===== src/rtl/position_overlay.sv =====
// Draws a square outline marker around the tracked centroid on the VGA pixel stream.
// A small IDLE/TRACK/COAST tracker holds the last good position for a bounded number of misses.
module position_overlay #(
   parameter int INPUT_WIDTH  = 11,
   parameter int COLOR_WIDTH  = 10,
   parameter int FRAME_X_MAX  = 640,
   parameter int FRAME_Y_MAX  = 480,
   parameter int BOX_HALF     = 8,
   parameter int COAST_FRAMES = 4,
   parameter logic [3*COLOR_WIDTH-1:0] TRACK_COLOR = 30'h3FF00000,
   parameter logic [3*COLOR_WIDTH-1:0] COAST_COLOR = 30'h1FF7FC00
) (
   input  logic                       clk,
   input  logic                       aresetn,
   input  logic                       enable,
   input  logic [INPUT_WIDTH-1:0]     vga_x,
   input  logic [INPUT_WIDTH-1:0]     vga_y,
   input  logic [3*COLOR_WIDTH-1:0]   pixel_in,
   input  logic [INPUT_WIDTH-1:0]     x_position,
   input  logic [INPUT_WIDTH-1:0]     y_position,
   input  logic                       xy_valid,
   output logic [3*COLOR_WIDTH-1:0]   pixel_out,
   output logic [1:0]                 track_state,
   output logic                       locked
);

   localparam int XW = INPUT_WIDTH + 1;
   localparam int MW = (COAST_FRAMES < 2) ? 1 : $clog2(COAST_FRAMES + 1);

   localparam logic [XW-1:0]        X_LIM   = XW'(FRAME_X_MAX);
   localparam logic [XW-1:0]        Y_LIM   = XW'(FRAME_Y_MAX);
   localparam logic signed [XW-1:0] BOX     = XW'(BOX_HALF);
   localparam logic [MW-1:0]        MISS_MAX = MW'(COAST_FRAMES);
   localparam logic [MW-1:0]        MISS_ONE = MW'(1);

   typedef enum logic [1:0] {
      IDLE  = 2'd0,
      TRACK = 2'd1,
      COAST = 2'd2
   } state_t;

   state_t                    state_q, state_d;
   logic [INPUT_WIDTH-1:0]    cx_q, cx_d;
   logic [INPUT_WIDTH-1:0]    cy_q, cy_d;
   logic [MW-1:0]             miss_cnt_q, miss_cnt_d;
   logic [3*COLOR_WIDTH-1:0]  pixel_out_q, pixel_out_d;

   logic                      result_good;
   logic signed [XW-1:0]      dx, dy, adx, ady;
   logic                      hit;

   // All-ones (no object) fails the range test naturally.
   assign result_good = ({1'b0, x_position} < X_LIM) && ({1'b0, y_position} < Y_LIM);

   always_comb begin
      state_d    = state_q;
      cx_d       = cx_q;
      cy_d       = cy_q;
      miss_cnt_d = miss_cnt_q;
      if (!enable) begin
         state_d    = IDLE;
         cx_d       = '0;
         cy_d       = '0;
         miss_cnt_d = '0;
      end else if (xy_valid) begin
         case (state_q)
            IDLE: begin
               if (result_good) begin
                  state_d = TRACK;
                  cx_d    = x_position;
                  cy_d    = y_position;
               end
            end
            TRACK: begin
               if (result_good) begin
                  cx_d = x_position;
                  cy_d = y_position;
               end else begin
                  state_d    = COAST;
                  miss_cnt_d = MISS_ONE;
               end
            end
            COAST: begin
               if (result_good) begin
                  state_d    = TRACK;
                  cx_d       = x_position;
                  cy_d       = y_position;
                  miss_cnt_d = '0;
               end else if (miss_cnt_q == MISS_MAX) begin
                  state_d    = IDLE;
                  miss_cnt_d = '0;
               end else begin
                  miss_cnt_d = miss_cnt_q + MISS_ONE;
               end
            end
            default: begin
               state_d    = IDLE;
               miss_cnt_d = '0;
            end
         endcase
      end
   end

   // One extra bit keeps the offsets signed without wrapping at the raster edges.
   always_comb begin
      dx  = $signed({1'b0, vga_x}) - $signed({1'b0, cx_q});
      dy  = $signed({1'b0, vga_y}) - $signed({1'b0, cy_q});
      adx = dx[XW-1] ? -dx : dx;
      ady = dy[XW-1] ? -dy : dy;
      hit = (adx <= BOX) && (ady <= BOX) && ((adx == BOX) || (ady == BOX));
   end

   always_comb begin
      pixel_out_d = pixel_in;
      if (enable && hit) begin
         if (state_q == TRACK) begin
            pixel_out_d = TRACK_COLOR;
         end else if (state_q == COAST) begin
            pixel_out_d = COAST_COLOR;
         end
      end
   end

   always_ff @(posedge clk or negedge aresetn) begin
      if (!aresetn) begin
         state_q     <= IDLE;
         cx_q        <= '0;
         cy_q        <= '0;
         miss_cnt_q  <= '0;
         pixel_out_q <= '0;
      end else begin
         state_q     <= state_d;
         cx_q        <= cx_d;
         cy_q        <= cy_d;
         miss_cnt_q  <= miss_cnt_d;
         pixel_out_q <= pixel_out_d;
      end
   end

   assign pixel_out   = pixel_out_q;
   assign track_state = state_q;
   assign locked      = (state_q != IDLE);

endmodule


===== config.mk =====
export PLATFORM = sky130hd
export DESIGN_NAME = position_overlay
export DESIGN_NICKNAME = d
export VERILOG_FILES = /design/src/rtl/position_overlay.sv
export SDC_FILE = /design/constraint.sdc
export NUM_CORES = 1
export LEC_CHECK = 0
export CAP_MARGIN = 20
export CELL_PAD_IN_SITES_DETAIL_PLACEMENT = 0
export CELL_PAD_IN_SITES_GLOBAL_PLACEMENT = 1
export CORE_UTILIZATION = 37
export CTS_CLUSTER_SIZE = 28
export DETAILED_ROUTE_END_ITERATION = 16
export PLACE_DENSITY = 0.78
export SETUP_SLACK_MARGIN = 0.4
export SYNTH_ARGS = -nofsm -noshare
export SYNTH_HDL_FRONTEND = slang
export SYNTH_SLANG_ARGS = --single-unit

===== constraint.sdc =====
create_clock -name clk -period 3.8 [get_ports clk]
set_input_delay 0.76 -clock clk [delete_from_list [all_inputs] [get_ports clk]]
set_output_delay 0.76 -clock clk [all_outputs]
set_load 0.01 [all_outputs]

==> metrics.csv <==
metric,value,unit
status,finished clean,
min_period,3730,ps
synth_edf_count,0,
ff2ff_path_depth,16,
die_area,0.0120,mm²
wire_per_inst,15.2,µm
antenna_found_initial,0,
finalCritPeriodShare,0.980,
hpwlAfterDp,9780,µm
cts-hold-fix-buffers,0,
via_count,4545,
synth_cell_type_count,73,
grt_pass1_wl,21800,µm
tightest_slew,696,ps
ys_ff_latch,57,
crit_path_start_kind,input port,
leakage,3.19,nW
met1_length,5780,µm
p_switching,0.795,mW
grt_max_degree,42,
diodes,0,
drt-total-wl,13400,µm
syn_avg_cell_area,8.51,µm²
synth_top_area_frac,0.333,
die_x,110,µm
ir_worst_vdd,0.315,mV
place.gp.congestion,0.884,
hold_class,in2async,
clock_power_share,0.288,
final_hold_viol_count,0,
top_layer,met4,
rows,38,
area_delta_synth_final,70.4,%
die_h,110,µm
netlist_area,0.00429,mm²
total_power,2.50,mW
setup_viol,0,
h-tree-depth,3,
drc,0,
ios,111,
io_buffers,110,
timing.rr.start,cy_q[0],
finClkSkew,4.95,ps
synth_commonest_cells,"68 x nand2_1, 57 x dfrtp_1, 45 x inv_1, 40 x o21ai_0, 31 x ha_1",
yosysMostFrequentCell,nand2_1,
worst-path-max-fanout,5,
maxCapViolCount,0,
ys_top_cells_by_area,"dfrtp_1 33%, ha_1 9.0%, nand2_1 6.0%",
ant_nets,0,
synth_cells,504,
clockBufferDepth,2,
met2_length,6490,µm
overflow,0,
fillers,889,
synth_top_cell_by_area,dfrtp_1,
vias_per_cell,5.19,
regToRegSetupSlack,200,ps
slew_violations,0,
tritoncts,yes,
wl_met3,985,µm
start_util,0.387,
synth-async-reset-ratio,1.00,
tns,0,ps
fin_nets,842,
path_clk_slew,50,ps
ys_seq_area_frac,0.333,
rsz0062_at_grt,yes,
p_per_area,343,mW/mm²
end_kind,flop,
drt-initial-drc-count,178,
cts_root_buf,clkbuf_16,
ys_warn_count,0,
p_comb_frac,0.447,
track_usage,0.234,
ys.flop_type,dfrtp_1,
coreArea,0.0111,mm²
worstSetupPathType,in2reg,
rr_endpoint,pixel_out[8],
cts.sinks,57,
syn-num-nets,615,
clk_latency,320,ps
worstPathArrival,3940,ps
internal-power,1.71,mW
drtPass1Iterations,5,
required,4010,ps
fmax,268,MHz
grt_pass1_vias,4686,
p_sw_frac,0.318,
slew_headroom,0.536,
drive_gt1_frac,0.322,
cts_made_buffers,9,
p_seq_frac,0.265,
-- worst max-delay path, stage by stage --
cell             delay (ps)
clkdlybuf4s15_1         240
fa_2                    470
buf_6                   140
buf_6                   100
xnor2_2                 120
buf_4                   150
xnor2_2                 150
and3b_2                 250
nand2_2                  60
o32a_1                  390
o21ai_2                 140
a211oi_2                 80
buf_4                   140
o32ai_4                 190
o2111ai_4               230
buf_6                   200
and2_4                  130
-- flip-flops by register name, indices dropped and copies added (netlist names) --
register / cells
cx_q: 11
cy_q: 11
miss_cnt_q: 3
pixel_out: 30
track_state: 2
-- power by group through the flow --
stage	logic [mW]	clock network, mW	registers [mW]
after floorplan	0.472	0	0.675
after global placement	0.918	0	0.669
after detailed placement	0.937	0	0.671
after CTS	1.03	0.738	0.662
after global routing	1.21	0.772	0.666
final	1.12	0.722	0.662
-- per-stage QoR --
step	instance area, µm²	setup slack [ps]	std cells	hold WS [ps]	util
2_1_floorplan	4320	18.6	504	450	-
3_3_place_gp	6340	-763	846	468	0.573
3_5_place_dp	6340	-860	846	472	0.573
4_1_cts	7080	-22.8	876	482	0.639
5_1_grt	7300	-34.9	876	515	0.659
6_report	7300	74.3	876	479	0.659
-- how the worst max path moves through the flow --
stage | start | slack, ps | endpoint
2_1_floorplan | vga_y[0] | 20 | pixel_out[0]
4_1_cts | vga_y[0] | -20 | pixel_out[8]
3_5_place_dp | vga_y[0] | -860 | pixel_out[16]
5_1_grt | vga_y[1] | -30 | pixel_out[8]
3_3_place_gp | vga_y[0] | -760 | pixel_out[11]
6_report | vga_x[1] | 70 | pixel_out[8]
-- cell type report --
cell class,count,area [µm²],share of cell area
flip-flops and latches,57,1430,0.195
clock buffers,13,260,0.0356
clock inverters,3,15.0,0.00206
inverters,45,184,0.0252
multi-input cells,385,3190,0.437
repair buffers,233,2050,0.281
well taps,140,175,0.0240
-- routing by layer --
metal | GRT usage | up-vias
li1 | - | 2265
met2 | 0.396 | 125
met5 | 0 | -
met3 | 0.0771 | 8
met4 | 0.0543 | 0
met1 | 0.287 | 2147
-- kinds of logic (layout without fill, tap and decap cells) --
family                     Yosys count  after routing  synth area share
and+or+nand+nor                    189            190             0.227
AOI/OAI and AO/OA                  142            142             0.241
buffers and inverters               63            294            0.0578
DFF                                 57             57             0.333
adders and majority gates           33             33            0.0998
xor gates and xnor gates            16             16            0.0327
muxes                                4              4           0.00992
-- layout by cell type, fill, tap and decap left out, drive strengths merged, types with 12 or more instances in the layout --
cell type | Yosys | layout
inv | 45 | 45
a21oi | 17 | 17
clkdlybuf4s50 | 0 | 93
buf | 8 | 126
clkbuf | 10 | 13
nand2 | 68 | 68
nand3 | 12 | 12
nor2 | 21 | 21
dlygate4sd2 | 0 | 12
o21ai | 43 | 43
dfrtp | 57 | 57
and2 | 19 | 19
ha | 31 | 31
nand2b | 18 | 18
-- timing repair --
item	in CTS	in global routing
pin swaps	44	41
buffers inserted	10	0
endpoints found under the setup margin	30	30
gates cloned	4	0
resized for setup	88	43
No activity file was read; power rests on OpenSTA's default activity.
